--- src/rtl/multicycle_control_fsm_if.sv ---
// rtl/multicycle_control_fsm_if.sv - memory request handshake between control FSM and memory
interface multicycle_control_fsm_if;
  logic mem_req;
  logic mem_we;
  logic adr_src;
  logic mem_ready;

  modport master (
    output mem_req,
    output mem_we,
    output adr_src,
    input  mem_ready
  );

  modport slave (
    input  mem_req,
    input  mem_we,
    input  adr_src,
    output mem_ready
  );
endinterface

--- src/rtl/multicycle_control_fsm.sv ---
// rtl/multicycle_control_fsm.sv - multi-cycle RV32I subset main control FSM
module multicycle_control_fsm (
  input  logic                      clk,
  input  logic                      rst,
  input  logic [6:0]                opcode,
  input  logic [2:0]                funct3,
  input  logic                      alu_zero,
  multicycle_control_fsm_if.master  mem,
  output logic                      pc_update,
  output logic                      ir_write,
  output logic                      reg_write,
  output logic [1:0]                alu_src_a,
  output logic [1:0]                alu_src_b,
  output logic [1:0]                result_src,
  output logic [1:0]                alu_op_type,
  output logic                      illegal_instr,
  output logic [3:0]                state
);

  typedef enum logic [3:0] {
    S_FETCH    = 4'd0,
    S_DECODE   = 4'd1,
    S_MEMADR   = 4'd2,
    S_MEMREAD  = 4'd3,
    S_MEMWB    = 4'd4,
    S_MEMWRITE = 4'd5,
    S_EXECR    = 4'd6,
    S_ALUWB    = 4'd7,
    S_EXECI    = 4'd8,
    S_JAL      = 4'd9,
    S_BRANCH   = 4'd10,
    S_ILLEGAL  = 4'd11
  } state_t;

  localparam logic [6:0] OP_LOAD   = 7'b0000011;
  localparam logic [6:0] OP_STORE  = 7'b0100011;
  localparam logic [6:0] OP_REG    = 7'b0110011;
  localparam logic [6:0] OP_IMM    = 7'b0010011;
  localparam logic [6:0] OP_JAL    = 7'b1101111;
  localparam logic [6:0] OP_BRANCH = 7'b1100011;

  state_t st;

  logic is_lw, is_sw, is_r, is_addi, is_jal, is_br;
  assign is_lw   = (opcode == OP_LOAD);
  assign is_sw   = (opcode == OP_STORE);
  assign is_r    = (opcode == OP_REG);
  assign is_addi = (opcode == OP_IMM) && (funct3 == 3'b000);
  assign is_jal  = (opcode == OP_JAL);
  assign is_br   = (opcode == OP_BRANCH) && (funct3[2:1] == 2'b00);

  always_ff @(posedge clk) begin
    if (rst) begin
      st <= S_FETCH;
    end else begin
      case (st)
        S_FETCH:    if (mem.mem_ready) st <= S_DECODE;
        S_DECODE: begin
          if (is_lw || is_sw) st <= S_MEMADR;
          else if (is_r)      st <= S_EXECR;
          else if (is_addi)   st <= S_EXECI;
          else if (is_jal)    st <= S_JAL;
          else if (is_br)     st <= S_BRANCH;
          else                st <= S_ILLEGAL;
        end
        S_MEMADR:   st <= is_lw ? S_MEMREAD : S_MEMWRITE;
        S_MEMREAD:  if (mem.mem_ready) st <= S_MEMWB;
        S_MEMWB:    st <= S_FETCH;
        S_MEMWRITE: if (mem.mem_ready) st <= S_FETCH;
        S_EXECR:    st <= S_ALUWB;
        S_ALUWB:    st <= S_FETCH;
        S_EXECI:    st <= S_ALUWB;
        S_JAL:      st <= S_ALUWB;
        S_BRANCH:   st <= S_FETCH;
        S_ILLEGAL:  st <= S_ILLEGAL;
        default:    st <= S_ILLEGAL;
      endcase
    end
  end

  assign state = st;

  always_comb begin
    pc_update     = 1'b0;
    ir_write      = 1'b0;
    reg_write     = 1'b0;
    mem.mem_req   = 1'b0;
    mem.mem_we    = 1'b0;
    mem.adr_src   = 1'b0;
    alu_src_a     = 2'b00;
    alu_src_b     = 2'b00;
    result_src    = 2'b00;
    alu_op_type   = 2'b00;
    illegal_instr = 1'b0;
    case (st)
      S_FETCH: begin
        mem.mem_req = 1'b1;
        // PC+4 is computed and loaded only on the completing fetch cycle
        if (mem.mem_ready) begin
          ir_write   = 1'b1;
          pc_update  = 1'b1;
          alu_src_b  = 2'b10;
          result_src = 2'b10;
        end
      end
      S_DECODE: begin
        alu_src_a = 2'b01;
        alu_src_b = 2'b01;
      end
      S_MEMADR: begin
        alu_src_a = 2'b10;
        alu_src_b = 2'b01;
      end
      S_MEMREAD: begin
        mem.adr_src = 1'b1;
        mem.mem_req = 1'b1;
      end
      S_MEMWB: begin
        result_src = 2'b01;
        reg_write  = 1'b1;
      end
      S_MEMWRITE: begin
        mem.adr_src = 1'b1;
        mem.mem_req = 1'b1;
        mem.mem_we  = 1'b1;
      end
      S_EXECR: begin
        alu_src_a   = 2'b10;
        alu_op_type = 2'b10;
      end
      S_ALUWB:    reg_write = 1'b1;
      S_EXECI: begin
        alu_src_a = 2'b10;
        alu_src_b = 2'b01;
      end
      S_JAL: begin
        alu_src_a = 2'b01;
        alu_src_b = 2'b10;
        pc_update = 1'b1;
      end
      S_BRANCH: begin
        alu_src_a   = 2'b10;
        alu_op_type = 2'b01;
        // funct3[0] distinguishes BNE from BEQ
        pc_update   = alu_zero ^ funct3[0];
      end
      S_ILLEGAL:  illegal_instr = 1'b1;
      default: ;
    endcase
    if (rst) begin
      pc_update     = 1'b0;
      ir_write      = 1'b0;
      reg_write     = 1'b0;
      mem.mem_req   = 1'b0;
      mem.mem_we    = 1'b0;
      illegal_instr = 1'b0;
    end
  end

endmodule

--- src/flat_wrapper.sv ---
// flat-port wrapper written by rule: the top's interface ports become plain ports
module multicycle_control_fsm_flat 
  (clk, rst, opcode, funct3, alu_zero, pc_update, ir_write, reg_write, alu_src_a, alu_src_b, result_src, alu_op_type, illegal_instr, state, mem_mem_req, mem_mem_we, mem_adr_src, mem_mem_ready);
  multicycle_control_fsm_if mem_i ();
  input  logic clk;
  input  logic rst;
  input  logic [6:0] opcode;
  input  logic [2:0] funct3;
  input  logic alu_zero;
  output logic pc_update;
  output logic ir_write;
  output logic reg_write;
  output logic [1:0] alu_src_a;
  output logic [1:0] alu_src_b;
  output logic [1:0] result_src;
  output logic [1:0] alu_op_type;
  output logic illegal_instr;
  output logic [3:0] state;
  output wire logic [$bits(mem_i.mem_req)-1:0] mem_mem_req;
  output wire logic [$bits(mem_i.mem_we)-1:0] mem_mem_we;
  output wire logic [$bits(mem_i.adr_src)-1:0] mem_adr_src;
  input wire logic [$bits(mem_i.mem_ready)-1:0] mem_mem_ready;
  assign mem_mem_req = mem_i.mem_req;
  assign mem_mem_we = mem_i.mem_we;
  assign mem_adr_src = mem_i.adr_src;
  assign mem_i.mem_ready = mem_mem_ready;
  multicycle_control_fsm u_core (.clk(clk), .rst(rst), .opcode(opcode), .funct3(funct3), .alu_zero(alu_zero), .mem(mem_i), .pc_update(pc_update), .ir_write(ir_write), .reg_write(reg_write), .alu_src_a(alu_src_a), .alu_src_b(alu_src_b), .result_src(result_src), .alu_op_type(alu_op_type), .illegal_instr(illegal_instr), .state(state));
endmodule
--- config.mk ---
export PLATFORM = sky130hd
export DESIGN_NAME = multicycle_control_fsm_flat
export DESIGN_NICKNAME = d
export VERILOG_FILES = /design/src/rtl/multicycle_control_fsm_if.sv /design/src/rtl/multicycle_control_fsm.sv /design/src/flat_wrapper.sv
export SDC_FILE = /design/constraint.sdc
export NUM_CORES = 1
export LEC_CHECK = 0
export ABC_AREA = 1
export CORE_AREA = 2 2 43 45
export DETAILED_ROUTE_END_ITERATION = 6
export DIE_AREA = 0 0 45 47
export PLACE_DENSITY = 0.74
export SETUP_SLACK_MARGIN = 0.4
export SYNTH_ARGS = -nofsm -noshare
export SYNTH_HDL_FRONTEND = slang
export SYNTH_SLANG_ARGS = --single-unit
--- constraint.sdc ---
create_clock -name clk -period 1.34 [get_ports clk]
set_clock_uncertainty 0.05 [all_clocks]
set_input_delay 0.268 -clock clk [delete_from_list [all_inputs] [get_ports clk]]
set_output_delay 0.268 -clock clk [all_outputs]
set_load 0.05 [all_outputs]
==> results of run 1 <==
==> Yosys cell counts <==
cell	n
nand3_2	1
or2_2	1
a21oi_1	4
xor2_1	1
nand2_4	1
a31oi_1	1
nand2_1	22
nor3_1	5
nor2_2	3
clkbuf_1	1
o21ai_2	1
a21oi_2	1
nand2_2	3
nand3_1	10
nor2_4	2
inv_1	15
dfxtp_1	4
nor4_1	1
inv_2	3
o21ai_0	4
nor2_1	21
==> stage by stage <==
| step | instances | setup WS (ns) | utilization [%] | hold WS [ns] |
|---|---|---|---|---|
| 2_1_floorplan | 105 | -0.572 | - | 0.396 |
| 3_3_place_gp | 183 | -0.320 | 88.1 | 0.626 |
| 3_5_place_dp | 183 | -0.391 | 88.1 | 0.620 |
==> logic make-up after synthesis <==
group                  count (synthesis)  synth area share, %
AND/OR/NAND/NOR                       70                 59.6
buffers and inverters                 19                 12.9
AO/OA/AOI/OAI                         11                 11.5
flip-flops                             4                 14.4
XOR/XNOR                               1                 1.58
==> impl_metrics.env, run 1 <==
export IMPL_haltStage="clock tree synthesis"
export IMPL_gp_congestion=0.890
export IMPL_synth_area_leader_cell="nand2_1"
export IMPL_clockBufferDepth=2
export IMPL_initial_utilization_pct=33.6
export IMPL_rows=15
export IMPL_syn_inst=105
export IMPL_dpl_cell_area_mm2=0.00146
export IMPL_syn_num_nets=119
export IMPL_yosysUniqueCellTypes=21
export IMPL_cts_root_buffer="clkbuf_4"
export IMPL_h_tree_depth=1
export IMPL_synth_top_area_share_pct=14.9
export IMPL_run_status="aborted with a tool error"
export IMPL_holdBufCountCts=0
export IMPL_ys_warn_count=0
export IMPL_ys_seq_elements=4
export IMPL_port_buffers=32
export IMPL_die_w_um=45
export IMPL_dp_hpwl_um=2320
export IMPL_post_cts_resized=45
export IMPL_die_h_um=47
export IMPL_error="[ERROR DPL-0038] Utilization greater than 100%, impossible to legalize"
export IMPL_ys_seq_area_share_pct=14.4
export IMPL_clock_sinks=4
export IMPL_syn_area_um2=554
export IMPL_cts_made_buffers=3
export IMPL_post_cts_repair_setup_buffers=6
export IMPL_syn_area_per_cell_um2=5.28
export IMPL_synth_area_leaders="nand2_1 (15%), dfxtp_1 (14%), nor2_1 (14%)"
export IMPL_io_pin_count=33
==> run 2, diff against run 1 <==
- CORE_AREA: 2 2 43 45 -> 2 2 63 65
- DIE_AREA: 0 0 45 47 -> 0 0 65 67
- PLACE_DENSITY: 0.74 -> not set
- PLACE_DENSITY_LB_ADDON: not set -> 0.15
- SETUP_SLACK_MARGIN: 0.4 -> not set
==> run 2 against run 1 <==
  * The flow now finishes, with violations (negative setup slack)
  * Synthesized cell count unchanged
  * Synthesized area unchanged
==> impl_metrics.env, run 2 <==
export IMPL_cpMaxStageDelayCell="dfxtp_4"
export IMPL_stdcell_count=222
export IMPL_vias=869
export IMPL_min_period_ns=1.70
export IMPL_leakage_nw=0.764
export IMPL_drt_first_iter_violations=17
export IMPL_crit_path_start_kind="register"
export IMPL_path_cells="buf_6 > nor2_4 > nand2_4 > nor2_4 > inv_2 > o21ai_4 > a21oi_2 > nor2_4 > buf_12"
export IMPL_cts_tree="done"
export IMPL_die_h_um=67
export IMPL_final_cell_mix="buf_4 (30), buf_12 (18), nand2_1 (15)"
export IMPL_fin_area_mm2=0.00168
export IMPL_cts_made_buffers=3
export IMPL_run_status="finished, violations left"
export IMPL_ant_nets=0
export IMPL_clk_pin_slew_ns=0.03
export IMPL_synth_area_leaders="nand2_1 (15%), dfxtp_1 (14%), nor2_1 (14%)"
export IMPL_fmax_ghz=0.588
export IMPL_cp_endpoint="pc_update"
export IMPL_async_reset_ff_share_pct=0
export IMPL_worst_pin_slew_ns=0.268
export IMPL_synth_top_area_share_pct=14.9
export IMPL_r2r_start="u_core.state[3]"
export IMPL_power_total_mw=4.04
export IMPL_syn_inst=105
export IMPL_grt_overflow_total=0
export IMPL_port_buffers=32
export IMPL_die_w_um=65
export IMPL_synth_area_leader_cell="nand2_1"
export IMPL_fin_setup_tns_ns=-4.54
export IMPL_synth_main_ff_cell="dfxtp_1"
export IMPL_timing_hold_ws_ns=0.375
export IMPL_worstPathArrival_ns=1.38
export IMPL_rows=22
export IMPL_powerDensity_mw_per_mm2=2410
export IMPL_synth_common_cells="nand2_1 (22), nor2_1 (21), inv_1 (15), nand3_1 (10), nor3_1 (5)"
export IMPL_drt_pass1_iterations=3
export IMPL_vias_per_cell=3.91
export IMPL_yosysUniqueCellTypes=21
export IMPL_critPathLaunch="u_core.state[3]"
export IMPL_synth_edf_count=0
export IMPL_crit_fanout=3
export IMPL_cpMostUsedCell="nor2_4"
export IMPL_critPathTopFamily="simple AND/OR/NAND/NOR gates"
export IMPL_rrSetupSlack_ns=-0.15
export IMPL_dp_hpwl_um=2010
export IMPL_syn_area_per_cell_um2=5.28
export IMPL_criticalPathCategory="reg2out"
export IMPL_gp_congestion=0.778
export IMPL_max_cap_viol_count=0
export IMPL_drv_slew=0
export IMPL_ys_seq_elements=4
export IMPL_syn_num_nets=119
export IMPL_placed_cells=214
export IMPL_ys_seq_area_share_pct=14.4
export IMPL_clock_sinks=4
export IMPL_drc_errors=0
export IMPL_worstPathBufferInverterCount=3
export IMPL_dpl_cell_area_mm2=0.00148
export IMPL_clock_latency_ns=0.21
export IMPL_io_pin_count=33
export IMPL_hold_depth=3
export IMPL_h_tree_depth=1
export IMPL_path_depth=9
export IMPL_antenna_found_initial=0
export IMPL_yosysMostFrequentCell="nand2_1"
export IMPL_largest_reg_flops=4
export IMPL_critPathCaptureType="primary output"
export IMPL_area_delta_synth_final_pct=202
export IMPL_rsz0062_at_grt="true"
export IMPL_syn_area_um2=554
export IMPL_die_area_mm2=0.00436
export IMPL_core_area_mm2=0.00361
export IMPL_setup_viol=18
export IMPL_track_usage_pct=11.5
export IMPL_wl_um=2250
export IMPL_drive_above_1_share_pct=60.3
export IMPL_fin_crit_sh_pct=127
export IMPL_mostFrequentLayoutCell="buf_4"
export IMPL_r2r_cells=9
export IMPL_cpPeakStageDelay_ns=0.34
export IMPL_route_detailed_wl_per_inst_um=10.1
export IMPL_vdd_drop_max_mv=0.615
export IMPL_num_antenna_cells=0
export IMPL_layout_nets=190
export IMPL_hold_viol=0
export IMPL_initial_utilization_pct=15.4
export IMPL_worstPathRequired_ns=1.02
export IMPL_violations="negative setup slack"
export IMPL_clockBufferDepth=2
export IMPL_r2r_end="u_core.state[1]"
export IMPL_cts_root_buffer="clkbuf_8"
export IMPL_ys_warn_count=0
export IMPL_relSlewSlack_pct=82.2
export IMPL_grt_pass1_vias=899
export IMPL_fin_ws_ns=-0.360
export IMPL_grt_max_degree=8
export IMPL_hp_class="in2reg"
export IMPL_grt_pass1_wl_um=3960
-- run 2: cell counts after synthesis --
Identical to the previous run, type by type.
-- run 2: what timing repair did --
item | in CTS | in global routing
setup endpoints to repair | 18 | 19
setup buffers | 3 | 3
resized for setup | 16 | 18
pin swaps | 5 | 4
hold buffers | 0 | 0
-- run 2: cells by family after synthesis --
logic type      synth area share [%]
simple gates                    59.6
xor+xnor                        1.58
flops                           14.4
compound gates                  11.5
buf+inv                         12.9
-- run 2: metrics by stage --
stage	utilization (%)	setup WS [ns]
finish	46.5	-0.360
global route	46.5	-0.421
floorplan	-	-0.572
CTS	44.1	-0.380
detailed placement	41.1	-0.366
global placement	41.1	-0.341
-- run 2: layer usage --
| layer | global-route usage, % | vias to the layer above | share of wire, % |
|---|---|---|---|
| met2 | 21.0 | 17 | 52 |
| met5 | 0 | - | 0 |
| met3 | 1.69 | 2 | 4.1 |
| met4 | 3.19 | 0 | 0.22 |
| met1 | 13.9 | 379 | 43 |
| li1 | - | 471 | - |
-- run 2: cell type report --
type	count	area, um2
Tap cell	48	60.1
Timing Repair Buffer	67	785
Fill cell	351	1930
Clock buffer	3	41.3
Inverter	18	82.6
Multi-Input combinational cell	82	613
Sequential cell	4	95.1
-- run 2: where the power goes --
| part | internal, mW | switching, mW | leakage, nW | total, mW |
|---|---|---|---|---|
| Combinational | 1.64 | 1.85 | 0.707 | 3.49 |
| Clock | 0.191 | 0.0572 | 0.0216 | 0.248 |
| Sequential | 0.198 | 0.109 | 0.0356 | 0.307 |
| Total | 2.03 | 2.02 | 0.764 | 4.04 |
-- run 2: worst min-delay path by stage --
| stage | start | end | slack, ns |
|---|---|---|---|
| 4_1_cts | rst | u_core.state[3] | 0.63 |
| 2_1_floorplan | mem_mem_ready | u_core.state[0] | 0.40 |
| 6_report | mem_mem_ready | u_core.state[0] | 0.38 |
| 3_5_place_dp | u_core.state[3] | u_core.state[3] | 0.60 |
| 5_1_grt | mem_mem_ready | u_core.state[0] | 0.43 |
| 3_3_place_gp | u_core.state[3] | u_core.state[3] | 0.62 |
-- run 2: worst register-to-register path, stage by stage (launching register included) --
cell	delay [ns]
dfxtp_4	0.34
buf_4	0.15
nor2_4	0.19
nand2_4	0.11
buf_6	0.13
buf_4	0.12
nand3_2	0.07
nand2_4	0.06
o21ai_1	0.11
nor2_1	0.06
Note: power is estimated with default switching activity, not from simulation.
